==> config.mk <==
export PLATFORM = sky130hd
export DESIGN_NAME = shift_tx_arbiter
export DESIGN_NICKNAME = d
export VERILOG_FILES = /design/src/rtl/shift_tx_arbiter.sv
export SDC_FILE = /design/constraint.sdc
export NUM_CORES = 1
export LEC_CHECK = 0
export CAP_MARGIN = 25
export CORE_MARGIN = 1.5
export CORE_UTILIZATION = 47
export CTS_CLUSTER_DIAMETER = 150
export DETAILED_ROUTE_END_ITERATION = 16
export PLACE_DENSITY = 0.83
export SLEW_MARGIN = 20
export SYNTH_ARGS = -nofsm -noshare
export SYNTH_HDL_FRONTEND = slang
export SYNTH_SLANG_ARGS = --single-unit
export TNS_END_PERCENT = 1
==> constraint.sdc <==
create_clock -name clk -period 1.9 [get_ports clk]
set_clock_uncertainty 0.15 [all_clocks]
set_input_delay 0.19 -clock clk [delete_from_list [all_inputs] [get_ports clk]]
set_output_delay 0.19 -clock clk [all_outputs]
set_load 0.02 [all_outputs]
==> src/rtl/shift_tx_arbiter.sv <==
// Two-requester serial transmitter: round-robin grant, parallel load, LSB-first shift-out,
// with a configurable idle gap between frames.
module shift_tx_arbiter #(
  parameter int WIDTH      = 8,
  parameter int GAP_CYCLES = 1
) (
  input  logic             clk,
  input  logic             reset_n,
  input  logic             req0_valid,
  input  logic [WIDTH-1:0] req0_data,
  output logic             req0_ready,
  input  logic             req1_valid,
  input  logic [WIDTH-1:0] req1_data,
  output logic             req1_ready,
  output logic             serial_out,
  output logic             frame_active,
  output logic             grant_id,
  output logic             done
);

  localparam int MAX_A = (WIDTH > 2) ? WIDTH : 2;
  localparam int MAX_C = (GAP_CYCLES > MAX_A) ? GAP_CYCLES : MAX_A;
  localparam int CW    = $clog2(MAX_C);

  typedef enum logic [1:0] {
    S_IDLE  = 2'd0,
    S_SHIFT = 2'd1,
    S_GAP   = 2'd2
  } state_e;

  state_e           state_q, state_d;
  logic [WIDTH-1:0] shift_q, shift_d;
  logic [CW-1:0]    bit_cnt_q, bit_cnt_d;
  logic [CW-1:0]    gap_cnt_q, gap_cnt_d;
  logic             last_grant_q, last_grant_d;
  logic             grant_id_q, grant_id_d;
  logic             done_q, done_d;
  logic             serial_q, serial_d;
  logic             active_q, active_d;

  logic             winner_s;
  logic             handshake_s;
  logic             bit_last_s;
  logic             gap_last_s;

  assign bit_last_s = (bit_cnt_q == CW'(WIDTH - 1));
  assign gap_last_s = (GAP_CYCLES == 0) || (gap_cnt_q == CW'(GAP_CYCLES - 1));

  // State register
  always_ff @(posedge clk) begin
    if (!reset_n) begin
      state_q <= S_IDLE;
    end else begin
      state_q <= state_d;
    end
  end

  always_comb begin
    state_d = state_q;
    case (state_q)
      S_IDLE: begin
        if (handshake_s) state_d = S_SHIFT;
        else             state_d = S_IDLE;
      end
      S_SHIFT: begin
        if (bit_last_s) state_d = (GAP_CYCLES > 0) ? S_GAP : S_IDLE;
        else            state_d = S_SHIFT;
      end
      S_GAP: begin
        if (gap_last_s) state_d = S_IDLE;
        else            state_d = S_GAP;
      end
      default: state_d = S_IDLE;
    endcase
  end

  // Round-robin: on a tie the requester that did not win last time is chosen
  always_comb begin
    winner_s = 1'b0;
    if (req0_valid && req1_valid) begin
      winner_s = ~last_grant_q;
    end else if (req1_valid) begin
      winner_s = 1'b1;
    end else begin
      winner_s = 1'b0;
    end
    handshake_s = (state_q == S_IDLE) && (req0_valid || req1_valid);
    req0_ready  = handshake_s && !winner_s;
    req1_ready  = handshake_s && winner_s;
  end

  always_comb begin
    shift_d      = shift_q;
    bit_cnt_d    = bit_cnt_q;
    gap_cnt_d    = gap_cnt_q;
    last_grant_d = last_grant_q;
    grant_id_d   = grant_id_q;
    done_d       = 1'b0;
    case (state_q)
      S_IDLE: begin
        if (handshake_s) begin
          shift_d      = winner_s ? req1_data : req0_data;
          grant_id_d   = winner_s;
          last_grant_d = winner_s;
          bit_cnt_d    = {CW{1'b0}};
        end else begin
          shift_d = shift_q;
        end
      end
      S_SHIFT: begin
        shift_d = {1'b0, shift_q[WIDTH-1:1]};
        if (bit_last_s) begin
          done_d    = 1'b1;
          gap_cnt_d = {CW{1'b0}};
        end else begin
          bit_cnt_d = bit_cnt_q + CW'(1);
        end
      end
      S_GAP: begin
        if (!gap_last_s) gap_cnt_d = gap_cnt_q + CW'(1);
        else             gap_cnt_d = gap_cnt_q;
      end
      default: begin
        shift_d = shift_q;
      end
    endcase
    // Line outputs are registered from the next state so they line up with the shift cycles
    active_d = (state_d == S_SHIFT);
    serial_d = (state_d == S_SHIFT) ? shift_d[0] : 1'b0;
  end

  // Datapath and registered outputs
  always_ff @(posedge clk) begin
    if (!reset_n) begin
      shift_q      <= {WIDTH{1'b0}};
      bit_cnt_q    <= {CW{1'b0}};
      gap_cnt_q    <= {CW{1'b0}};
      last_grant_q <= 1'b1;
      grant_id_q   <= 1'b0;
      done_q       <= 1'b0;
      serial_q     <= 1'b0;
      active_q     <= 1'b0;
    end else begin
      shift_q      <= shift_d;
      bit_cnt_q    <= bit_cnt_d;
      gap_cnt_q    <= gap_cnt_d;
      last_grant_q <= last_grant_d;
      grant_id_q   <= grant_id_d;
      done_q       <= done_d;
      serial_q     <= serial_d;
      active_q     <= active_d;
    end
  end

  assign serial_out   = serial_q;
  assign frame_active = active_q;
  assign grant_id     = grant_id_q;
  assign done         = done_q;

endmodule

==> summary.txt <==
Grt total ovfl = 0
Internal power = 640 uW
Drt pass-1 iters = 4
CTS Hold Buffers Added = 0
Die area = 0.00251 mm2
Post-synth top area share = 0.403
Sequential power share = 0.548
IR drop worst, VDD = 0.490 mV
Antenna Violating Nets Remaining = 0
Clk network pwr share = 0.252
DIE WIDTH = 50.1 um
Class of the worst hold path = in -> reg
LEAKAGE = 0.542 nW
Hold Path Stages = 3
Setup-failing EPs final = 0
Ys async rst share = 0
Area growth syn-to-layout = 35.5%
R2R Setup Slk = 170 ps
Worst slew margin = 0.706
TritonCTS buffer count = 3
Slew @ Worst Pin = 441 ps
Endpoint class of the critical path = primary output
Sw Ratio = 0.274
Hold Slack = 300 ps
CTS tree = built
Net count after synthesis = 143
Rows = 16
Final min period = 1810 ps
PortBufs = 25
Top FF cell, synth = dfxtp_1
Hold Path Origin = req1_data[4]
Number of DRC markers in iteration 0 = 37
Cell taking the most area after synthesis = dfxtp_1
Buf+Inv Stages, Crit Path = 2
Die outline height = 50.1 um
Tcrit/Tclk final = 0.954
Largest cells by area after synthesis = dfxtp_1 (40%), nand3_1 (5.8%), ha_1 (4.8%)
Critical R2R Capture = gap_cnt_q[1]$_SDFFE_PN0P_
Final Hold Viols = 0
Clock transition at path regs = 120 ps
Finished Core Util = 0.699
Final WL = 2670 um
Outcome = complete, no violations
Required @ worst endpoint = 1560 ps
Crit path launch type = input port
Synth warn = 0
Root Buffer = clkbuf_4
Final slew viol count = 0
Worst-Skew Late Latency = 310 ps
Core area = 0.00202 mm2
First-pass GRT wire length = 4310 um
F_max = 0.552 GHz
Worst EP arrival = 1470 ps
DR WL/cell = 14.7 um
Unrepaired setup endpoints after global routing = false
Syn Std Cell Area = 0.00104 mm2
Commonest non-fill, non-tap cell in the layout = clkdlybuf4s50_1
Pwr Density = 624 mW/mm2
Hold EP = shift_q[4]$_SDFFE_PN0P_
Sequential-to-total area share from yosys stat = 0.403
DP Area = 0.00139 mm2
# IOs = 26
Slowest cell on crit path = clkdlybuf4s50_1
Post-Synthesis Cells = 119
CP Class = in -> out
DRC = 0
Largest net degree at the start of global routing = 13
Vias after detailed routing = 1056
RePlAce Congestion = 0.822
Max_cap viols = 0
Unique masters post-synth = 35
Comb pwr share = 0.200
Clk buf depth = 2
Design Area, Final = 0.00141 mm2
Commonest cells after routing, fill and taps aside = clkdlybuf4s50_1 (23), dfxtp_1 (21), nand3_1 (12)
# clock sinks = 21
GRT Total Usage = 0.229
Avg Inst Size Synth = 8.77 um2
Max FO, Critical Path = 5
Number of vias per cell = 5.83
Share of layout cells above drive strength 1 = 0.143
Total Power = 882 uW
CTS H-tree depth = 1
NetSw = 241 uW
Starting Density = 0.516
Family with the most delay on the worst path = buffers and inverters
Fin nets = 179
Max incr delay on CP = 570 ps
Synthesis-stage register bit count = 21
R2R cell count = 4
Antenna violations before repair = 0
Post-synth EDFFs = 0
Vias in the first global route = 1006
RR Startpoint = state_q[1]$_SDFF_PN0_
Final TNS setup = 0 ps
Detailed placement HPWL = 1990 um
Stages on the worst setup path = 4
Crit path cell chain = clkdlybuf4s50_1, nor3b_2, and2_1, dlygate4sd2_1
Ant diodes = 0
## kinds of logic after synthesis
group                      after synthesis  synth area share
buffers and inverters                   14            0.0528
and+or+nand+nor                         40             0.221
muxes                                    2            0.0192
adders and majority gates                4            0.0480
DFF                                     21             0.403
AOI/OAI and AO/OA                       38             0.257
## tightest hold or removal path: cells and delay by family
family	cells	cell delay, ps
buf+inv	1	390
compound gates	1	80
simple gates	1	60
## power by group through the flow
stage | Sequential (mW) | Clock [mW] | Combinational, mW
2_1_floorplan | 0.492 | 0 | 0.0819
3_3_place_gp | 0.490 | 0 | 0.172
3_5_place_dp | 0.492 | 0 | 0.177
4_1_cts | 0.482 | 0.226 | 0.176
5_1_grt | 0.484 | 0.243 | 0.191
6_report | 0.483 | 0.222 | 0.176
## through the flow
stage / setup WS [ps] / cells
floorplan: 403 / 119
global placement: -153 / 177
detailed placement: -173 / 177
CTS: 92.0 / 181
global route: 22.1 / 181
finish: 87.4 / 181
## cell type report
class	count	area, um2
clock buffers	3	22.5
repair buffers	36	330
flip-flops and latches	21	420
inverters	9	33.8
fillers	161	608
multi-input cells	84	568
well taps	27	33.8
clock inverters	1	5.00
## Yosys cell counts, drive strengths merged, types with 3 or more instances
library cell and n:
o21ai 3, nor2 4, clkbuf 3, dfxtp 21
a311oi 5, ha 4, nand3 12, inv 9
o31ai 3, a211oi 6, o22ai 3, nand2 8
nand3b 3, a21oi 9
## sequential cells by signal, summed over array words and instances (netlist names)
| signal | cells |
|---|---|
| last_grant_q | 1 |
| done | 1 |
| serial_out | 1 |
| grant_id | 1 |
| gap_cnt_q | 3 |
| shift_q | 8 |
| frame_active | 1 |
| bit_cnt_q | 3 |
| state_q | 2 |
## metal layers
metal | vias to the layer above | GRT usage | part of all wire | routed length [um]
met2 | 33 | 0.388 | 0.50 | 1340
met4 | 0 | 0.0972 | 0.0071 | 19
met1 | 501 | 0.272 | 0.44 | 1180
met5 | - | 0 | 0 | 0
li1 | 520 | - | - | -
met3 | 2 | 0.0545 | 0.047 | 126
## worst max path at each step
stage | start | end | slack, ps
floorplan | gap_cnt_q[0]$_SDFFE_PN0P_ | gap_cnt_q[1]$_SDFFE_PN0P_ | 400
detailed placement | req0_valid | req0_ready | -170
CTS | req0_valid | req0_ready | 90
global route | req0_valid | req0_ready | 20
global placement | req0_valid | req0_ready | -150
finish | req0_valid | req0_ready | 90
## timing repair
item                       in CTS  in global routing
setup endpoints to repair       2                  0
gates resized for setup         2                  0
buffers inserted                0                  0
Note: power is estimated with default switching activity, not from simulation.
